$ cat src/rtl/enigma_rotor.sv
// Single Enigma substitution rotor: loadable wiring table with a self-built
// inverse, a stepping position with notch carry, and a one-cycle-latency
// forward/backward character substitution.
module enigma_rotor #(
  parameter logic [4:0] NOTCH   = 5'd16,
  parameter int         LETTERS = 26
) (
  input  logic                   clk,
  input  logic                   reset_n,
  input  logic                   set,
  input  logic [8*LETTERS-1:0]   idx_in,
  input  logic [4:0]             pos_in,
  input  logic                   valid,
  input  logic [7:0]             din,
  input  logic                   dir,
  input  logic                   step_en,
  output logic [7:0]             dout,
  output logic                   done,
  output logic                   carry_out,
  output logic                   ready,
  output logic [4:0]             pos_out
);

  localparam logic [7:0] ASCII_A = 8'h41;
  localparam logic [7:0] ASCII_Z = 8'h5A;
  localparam logic [4:0] LAST    = 5'(LETTERS - 1);
  localparam logic [4:0] MOD5    = 5'(LETTERS);
  localparam logic [5:0] MOD6    = 6'(LETTERS);

  typedef enum logic [1:0] {UNCFG, BUILD, READY} state_t;

  state_t     state;
  logic [7:0] fwd [LETTERS];
  logic [7:0] inv [LETTERS];
  logic [4:0] bld_cnt;
  logic [4:0] pos;

  logic [4:0] pos_next;
  logic [4:0] pos_use;
  logic [4:0] pos_load;
  logic [4:0] c_idx;
  logic [4:0] s_idx;
  logic [4:0] t_idx;
  logic [4:0] o_idx;
  logic [7:0] table_out;
  logic [7:0] enc_out;
  logic       do_step;

  // Sum of two residues reduced mod 26 with a single conditional subtract;
  // 6 bits hold the worst case 31 + 26.
  function automatic logic [4:0] mod_add(input logic [4:0] a, input logic [4:0] b);
    logic [5:0] sum;
    sum = {1'b0, a} + {1'b0, b};
    if (sum >= MOD6) sum = sum - MOD6;
    return sum[4:0];
  endfunction

  function automatic logic is_letter(input logic [7:0] ch);
    return (ch >= ASCII_A) && (ch <= ASCII_Z);
  endfunction

  // Letter to 0..25; anything else maps to 0 (callers gate on is_letter).
  function automatic logic [4:0] to_index(input logic [7:0] ch);
    logic [7:0] d;
    d = ch - ASCII_A;
    return (d < 8'(LETTERS)) ? d[4:0] : 5'd0;
  endfunction

  assign pos_out = pos;

  // Position arithmetic and the substitution path shared by both directions
  always_comb begin
    pos_next  = (pos == LAST) ? 5'd0 : pos + 5'd1;
    pos_load  = (pos_in >= MOD5) ? pos_in - MOD5 : pos_in;
    do_step   = !dir && step_en;
    pos_use   = do_step ? pos_next : pos;
    c_idx     = to_index(din);
    s_idx     = mod_add(c_idx, pos_use);
    table_out = dir ? inv[s_idx] : fwd[s_idx];
    t_idx     = to_index(table_out);
    // Subtracting p is adding (26 - p); p = 0 gives 26, which the reduce absorbs.
    o_idx     = mod_add(t_idx, MOD5 - pos_use);
    enc_out   = ASCII_A + {3'b000, o_idx};
  end

  // Wiring table load on set; inverse filled one entry per BUILD cycle
  always_ff @(posedge clk or negedge reset_n) begin
    if (!reset_n) begin
      for (int i = 0; i < LETTERS; i++) begin
        fwd[i] <= ASCII_A;
        inv[i] <= ASCII_A;
      end
    end else if (set) begin
      for (int i = 0; i < LETTERS; i++) begin
        fwd[i] <= idx_in[8*LETTERS-1-8*i -: 8];
        inv[i] <= ASCII_A;
      end
    end else if (state == BUILD && is_letter(fwd[bld_cnt])) begin
      inv[to_index(fwd[bld_cnt])] <= ASCII_A + {3'b000, bld_cnt};
    end
  end

  // Configuration FSM, stepping position and registered request outputs
  always_ff @(posedge clk or negedge reset_n) begin
    if (!reset_n) begin
      state     <= UNCFG;
      bld_cnt   <= 5'd0;
      pos       <= 5'd0;
      ready     <= 1'b0;
      done      <= 1'b0;
      carry_out <= 1'b0;
      dout      <= 8'h00;
    end else begin
      done      <= 1'b0;
      carry_out <= 1'b0;
      if (set) begin
        pos     <= pos_load;
        bld_cnt <= 5'd0;
        ready   <= 1'b0;
        state   <= BUILD;
      end else begin
        case (state)
          UNCFG: ;
          BUILD: begin
            if (bld_cnt == LAST) begin
              state <= READY;
              ready <= 1'b1;
            end else begin
              bld_cnt <= bld_cnt + 5'd1;
            end
          end
          READY: begin
            if (valid) begin
              done <= 1'b1;
              if (!is_letter(din)) begin
                dout <= din;
              end else begin
                dout <= enc_out;
                if (do_step) begin
                  pos       <= pos_next;
                  carry_out <= (pos == NOTCH);
                end
              end
            end
          end
          default: state <= UNCFG;
        endcase
      end
    end
  end

endmodule
$ cat config.mk
export PLATFORM = sky130hd
export DESIGN_NAME = enigma_rotor
export DESIGN_NICKNAME = d
export VERILOG_FILES = /design/src/rtl/enigma_rotor.sv
export SDC_FILE = /design/constraint.sdc
export NUM_CORES = 1
export LEC_CHECK = 0
export ABC_AREA = 1
export CORE_UTILIZATION = 45
export CTS_BUF_LIST = sky130_fd_sc_hd__clkbuf_4
export DETAILED_ROUTE_END_ITERATION = 12
export DONT_BUFFER_PORTS = 1
export PLACE_DENSITY_LB_ADDON = 0.12
export SLEW_MARGIN = 20
export SYNTH_ARGS = -nofsm -noshare
export SYNTH_HDL_FRONTEND = slang
export SYNTH_SLANG_ARGS = --single-unit
$ cat constraint.sdc
create_clock -name clk -period 7.3 [get_ports clk]
set_input_delay 0.73 -clock clk [delete_from_list [all_inputs] [get_ports clk]]
set_output_delay 0.73 -clock clk [all_outputs]
set_load 0.01 [all_outputs]
Word-level counts from Yosys, hierarchy flattened
Index checks and enable logic that the tools add are counted.
- mux-type cells: 45
- $add $sub $neg: 13
- eq/ne operators: 8
- bitwise logic cells: 4
- $lt $le $gt $ge: 14
- reductions and logical operators: 19
- operators by type and width (cell ; count):
    208-bit 2-to-1 mux ; 2
    208-bit bitwise mux ; 1
    8-bit binary-select mux with 5-bit select ; 3
    5-bit 2-to-1 mux ; 15
    8-bit 2-to-1 mux ; 9
    8-bit demux with 5-bit select ; 1
    8-bit by 5-bit < comparator with 1-bit output (second input constant) ; 3
    8-bit by 7-bit subtractor with 8-bit output (second input constant) ; 3
    6-bit >= comparator (second input constant) ; 3
    5-bit inverter with 6-bit output ; 3
    7-bit by 5-bit adder with 8-bit output (first input constant) ; 2
    8-bit by 7-bit >= comparator with 1-bit output (second input constant) ; 2
    8-bit by 7-bit less-or-equal comparator with 1-bit output (second input constant) ; 2
    5-bit equality test (second input constant) ; 3
    5-bit subtractor (second input constant) ; 3
    5-bit by 5-bit adder with 6-bit output ; 2
    6-bit by 5-bit >= comparator with 1-bit output (second input constant) ; 2
    2-bit nonzero test ; 6
    1-bit 2-to-1 mux ; 11
    5-bit by 1-bit adder with 5-bit output (second input constant) ; 2
    6-bit by 1-bit < comparator with 1-bit output (second input constant) ; 1
    2-bit AND reduction ; 3
    3-bit AND reduction ; 2
    5-bit >= comparator (second input constant) ; 1
    other kinds (13) ; 18
- logic and storage cells: 162
- flip-flop bits (word level): 439
- output and inout bits: 16

Longest topological paths before layout
Gate-level depths: netlist of run 1.
- depth in word-level cells: 19
- depth in mapped cells: 54
- depth with buffers taken out: 53

Worst setup path before layout of run 1
Ideal clock, no wire load.
- path type: input to register
- from: in dir
- to: reg dout[3]
- stages: 47
- slack: 0.468 ns
- data required time: 7.177 ns
- library setup time: 0.123 ns
- data arrival time: 6.709 ns
- cell sequence: clkbuf_1 clkinv_1 nand2_1 inv_1 o21ai_0 ha_1 fa_1 inv_1 nand2_1 nand3_2 nand2_2 nand2_1 nand2_1 inv_1 buf_2 buf_2 nand3_1 nand3_1 (+11 left out) ha_1 a21oi_1 inv_1 a31oi_1 nor2_1 inv_1 nand2_1 a21oi_1 inv_1 nor2_1 inv_1 nand2_1 inv_1 o21ai_0 nand3_1 xnor2_1 o21ai_0 nand2_1
- longest elaborated chain between the ends: 19
- elaborated cells between the ends (all ways): 25
- those cells by class: add/sub: 7; order compare: 3; mux: 12; bitwise: 1; reduce/logical: 2
- RTL lines (what ; RTL line ; text):
    start: declaration ; 15 ; input logic dir,
    1-bit logical NOT ; 75 ; do_step = !dir && step_en;
    1-bit logical AND ; 75 ;
    5-bit 2-to-1 mux ; n/a ;
    5-bit by 5-bit adder with 6-bit output ; 53 ; sum = {1'b0, a} + {1'b0, b};
    5-bit subtractor / 6-bit by 5-bit >= comparator with 1-bit output (equally long branches) ; 54 ; if (sum >= MOD6) sum = sum - MOD6;
    5-bit 2-to-1 mux ; 54 ;
    5-bit inverter with 6-bit output (implied by the code) ; 79 ; table_out = dir ? inv[s_idx] : fwd[s_idx];
    8-bit binary-select mux with 5-bit select ; 79 ;
    (+3 left out) ; n/a ;
    8-bit by 7-bit subtractor with 8-bit output ; 65 ; d = ch - ASCII_A;
    8-bit by 5-bit < comparator with 1-bit output ; 66 ; return (d < 8'(LETTERS)) ? d[4:0] : 5'd0;
    5-bit 2-to-1 mux ; 66 ;
    5-bit by 5-bit adder with 6-bit output (*) ; 53 ;
    5-bit subtractor / 6-bit by 5-bit >= comparator with 1-bit output (equally long branches) ; 54 ;
    5-bit 2-to-1 mux (*) ; 54 ;
    7-bit by 5-bit adder with 8-bit output (*) ; 83 ; enc_out = ASCII_A + {3'b000, o_idx};
    8-bit 2-to-1 mux (*) ; 135 ; if (!is_letter(din)) begin
    end signal: assignment ; 136 ; dout <= din;
    end signal: assignment ; 138 ; dout <= enc_out;
    end: declaration ; 17 ; output logic [7:0] dout,
Mark *: on every way between the ends. The rest lies on a longest branch, timed or not. The select of a mux whose other input is x is not followed.
A chain may end at the register's enable or synchronous reset.

Worst setup path in the final report of run 1
- from: reg pos[1] (netlist: pos_out[1])
- to: reg dout[4]
- longest elaborated chain between the ends: 19
- elaborated cells between the ends (all ways): 26
- those cells by class: add/sub: 8; order compare: 3; eq/ne: 1; mux: 13; bitwise: 1
- RTL lines (what ; RTL line ; text):
    start: declaration ; 36 ; logic [4:0] pos;
    start signal: assignment ; 117 ; pos <= pos_load;
    start signal: assignment ; 140 ; pos <= pos_next;
    5-bit by 1-bit adder with 5-bit output / 5-bit equality test (equally long branches) ; 73 ; pos_next = (pos == LAST) ? 5'd0 : pos + 5'd1;
    5-bit 2-to-1 mux ; 73 ;
    5-bit 2-to-1 mux (*) ; n/a ;
    5-bit by 5-bit adder with 6-bit output ; 53 ;
    5-bit subtractor / 6-bit by 5-bit >= comparator with 1-bit output (equally long branches) ; 54 ;
    5-bit 2-to-1 mux ; 54 ;
    5-bit inverter with 6-bit output (implied by the code) ; 79 ;
    8-bit binary-select mux with 5-bit select ; 79 ;
    (+3 left out) ; n/a ;
    8-bit by 7-bit subtractor with 8-bit output ; 65 ;
    8-bit by 5-bit < comparator with 1-bit output ; 66 ;
    5-bit 2-to-1 mux ; 66 ;
    5-bit by 5-bit adder with 6-bit output (*) ; 53 ;
    5-bit subtractor / 6-bit by 5-bit >= comparator with 1-bit output (equally long branches) ; 54 ;
    5-bit 2-to-1 mux (*) ; 54 ;
    7-bit by 5-bit adder with 8-bit output (*) ; 83 ;
    8-bit 2-to-1 mux (*) ; 135 ;
Marks and branches as above.

==> reports/metrics.csv, run 1 <==
metric,value,unit
TritonCTS Buffers,116,
Die W,232,µm
setup total negative slack,0,ps
Crit path max-delay family,simple AND/OR/NAND/NOR gates,
Synth Area in Compound Gates,14.4,%
Post-Synth XOR/XNOR Area,0.901,%
area grow syn2layout,21.2,%
CP endpoint kind,register,
Cells after Synth,3205,
Hold Slack,-479,ps
syn_nets,3461,
headroom to the max-slew limit,26.8,%
Die Span Y,232,µm
Synth async-reset ratio,100,%
gr usage total,31.5,%
TritonCTS clock tree,yes,
fmax,0.150,GHz
Crit Path Category,reg2reg,
failing checks,negative hold slack,
DPL Wire Length,53600,µm
Worst Skew,80.8,ps
met3 usage,6.07,%
die footprint,53700,µm²
row count,83,
fin crit share,91.4,%
"top cells by area, synth","dfrtp_1 33%, nand2_1 15%, dfstp_2 12%, o21ai_0 9.0%, nand3_1 8.9%",
Via-to-Cell Ratio,5.65,
number of hold buffers added after cts,253,
CORE AREA,51700,µm²
number of unique standard cell types used by synthesis,53,
largest family of logic cells by synthesized area,simple AND/OR/NAND/NOR gates,
share of layout cells above drive strength 1,12.9,%
CP max stage delay,610,ps
met1 Use GR,43.6,%
"Clk pin slew, worst setup/hold paths",60,ps
cell taking the most area after synthesis,dfrtp_1,
Avg WL per Cell,20.3,µm
worst r2r dst,dout[4],
outcome,finished with violations,
Max clock buf depth,3,
Final #Nets,3708,
H-tree depth,3,
PnR Total Power,7240,µW
clock sinks,413,
multiplexer share of the synthesized area,2.47,%
"Seq/Total Area, Yosys",44.1,%
Hold Crit Class,in2async,
worst-path maximum fanout,17,
P_leak,0.0136,µW
CP Launch Type,register,
"commonest non-fill, non-tap cell in the layout",nand2_1,
post-synthesis cell area,23700,µm²
most frequent cells in the layout,"955 x nand2_1, 423 x o21ai_0, 419 x nand3_1",
via count,23946,
critical path arrival,7440,ps
# placed instances,3750,
Worst Setup SP,pos_out[1],
initial antenna violation count,2,
final setup vio count,0,
first-pass GRT wire length,131000,µm
FILL cells,4808,
worst reg-to-reg setup slack,630,ps
Total Wirelength,86200,µm
Non-Filler Instances,4238,
GPL Wtd Cong,0.897,
fin crit period,6670,ps
GR peak layer,met2,
met2 GRT Util,49.1,%
PortBufs,0,
Root Buffer,clkbuf_4,
clock latency on the worst-skew pair,930,ps
DRT Pass-1 Iters,8,
PwrDens,251,nW/µm²
Detailed Route Iter0 Violations,2309,
Max Slew Vio Count,0,
Finished Core Util,55.6,%
yosys synthesis warning count,0,
number of synthesized flops with an enable pin,0,
Register-to-Register Path Depth,49,
Yosys reg bits,413,
Synth Area per Inst,7.41,µm²
Max IR drop VDD,0.000147,V
pin count of the biggest net entering global routing,414,
Starting Density,45.9,%
I/O pins,243,
worst slew pin tran,1100,ps
Final Hold Fails,352,
drt drc,0,
top_reg_cell synth,dfrtp_1,
Most Frequent Cell on Critical Path,nand2_1,
Worst EP required,8070,ps
Synth top area share,32.6,%
slowest CP cell,fa_2,
launch point of the worst reg-to-reg path,pos_out[1],
vias in the first global route,23105,
Synth Area in Simple Gates,28.3,%
Synth Area in Adders,1.59,%
CP bufs+invs,12,
GRT Residual Overflow,0,
Detail Route Antenna Nets,0,
max cap viols,0,
==> state kept, by name, indices dropped and copies added (netlist names) <==
register and count:
inv 182, state 2, ready 1, dout 8, bld_cnt 5, done 1, fwd 208, pos_out 5
carry_out 1
==> report_power, final <==
part           total, µW  internal (µW)  switching (µW)
Clock               2200           1130            1080
Sequential          2530           2440            87.2
Combinational       2500            868            1630
==> synth_stat cells (all sizes together), types with 3 or more instances <==
| library cell | instances |
|---|---|
| nand2 | 968 |
| o21ai | 462 |
| nand3 | 439 |
| dfrtp | 309 |
| inv | 281 |
| a21oi | 108 |
| nor2 | 107 |
| clkbuf | 105 |
| dfstp | 104 |
| buf | 97 |
| mux2i | 53 |
| o211ai | 49 |
| ha | 27 |
| xor2 | 16 |
| or2 | 15 |
| nor3 | 10 |
| nand4 | 9 |
| a221oi | 6 |
| a31oi | 5 |
| mux2 | 5 |
| xnor2 | 5 |
| and2 | 4 |
| clkinv | 4 |
| o2111ai | 3 |
==> worst max-delay path by stage <==
| stage | slack (ps) | cells after the start | to |
|---|---|---|---|
| after floorplan | 470 | 47 | dout[3] |
| after detailed placement | -160 | 44 | dout[3] |
| after global routing | -20 | 45 | dout[4] |
| after CTS | 210 | 41 | dout[3] |
| after global placement | 180 | 44 | dout[4] |
| final | 630 | 49 | dout[4] |
==> metrics by stage <==
step,worst slack (ps),instance area (µm²)
6_report,630,28800
5_1_grt,-20.1,28800
4_1_cts,214,28500
3_5_place_dp,-164,24400
3_3_place_gp,184,24400
2_1_floorplan,468,23700
==> layout make-up <==
cell class                 instances  area [µm²]  share of cell area (%)
tap                              680         851                    2.96
timing repair buffer             331        3410                    11.9
clock buffer                     174        1310                    4.54
clock inverter                    45         215                   0.748
sequential                       413       10500                    36.4
antenna                            5        12.5                  0.0435
inverter                         285        1080                    3.76
multi-input combinational       2305       11400                    39.7
==> cell families (layout without fill, tap and decap cells) <==
logic type / count (synthesis) / count (layout)
xor+xnor: 21 / 21
simple gates: 1555 / 1555
buf+inv: 487 / 835
compound gates: 642 / 642
mux: 58 / 58
fa+ha+maj: 29 / 29
other cells: 0 / 5
flops: 413 / 413
==> metal layers <==
layer | share of wire (%) | routed length, µm
met2 | 46 | 39300
met5 | 0 | 0
met1 | 43 | 37200
met3 | 8.2 | 7080
met4 | 3.0 | 2580
==> timing repair <==
| item | in CTS | in global routing |
|---|---|---|
| endpoints found under the hold margin | 626 | 413 |
| setup endpoints to repair | 0 | 5 |
| buffers inserted | 0 | 5 |
| resized for setup | 0 | 21 |
Power figures use the tool's default switching activity.
==> run 2: changes to the inputs <==
--- a/config.mk
+++ b/config.mk
@@ -11,6 +11,7 @@
 export DETAILED_ROUTE_END_ITERATION = 12
 export DONT_BUFFER_PORTS = 1
 export PLACE_DENSITY_LB_ADDON = 0.12
+export SKIP_LAST_GASP = 1
 export SLEW_MARGIN = 20
 export SYNTH_ARGS = -nofsm -noshare
 export SYNTH_HDL_FRONTEND = slang
==> results of run 2 <==
The final DEF is identical to that of run 1; final timing and power are the same.
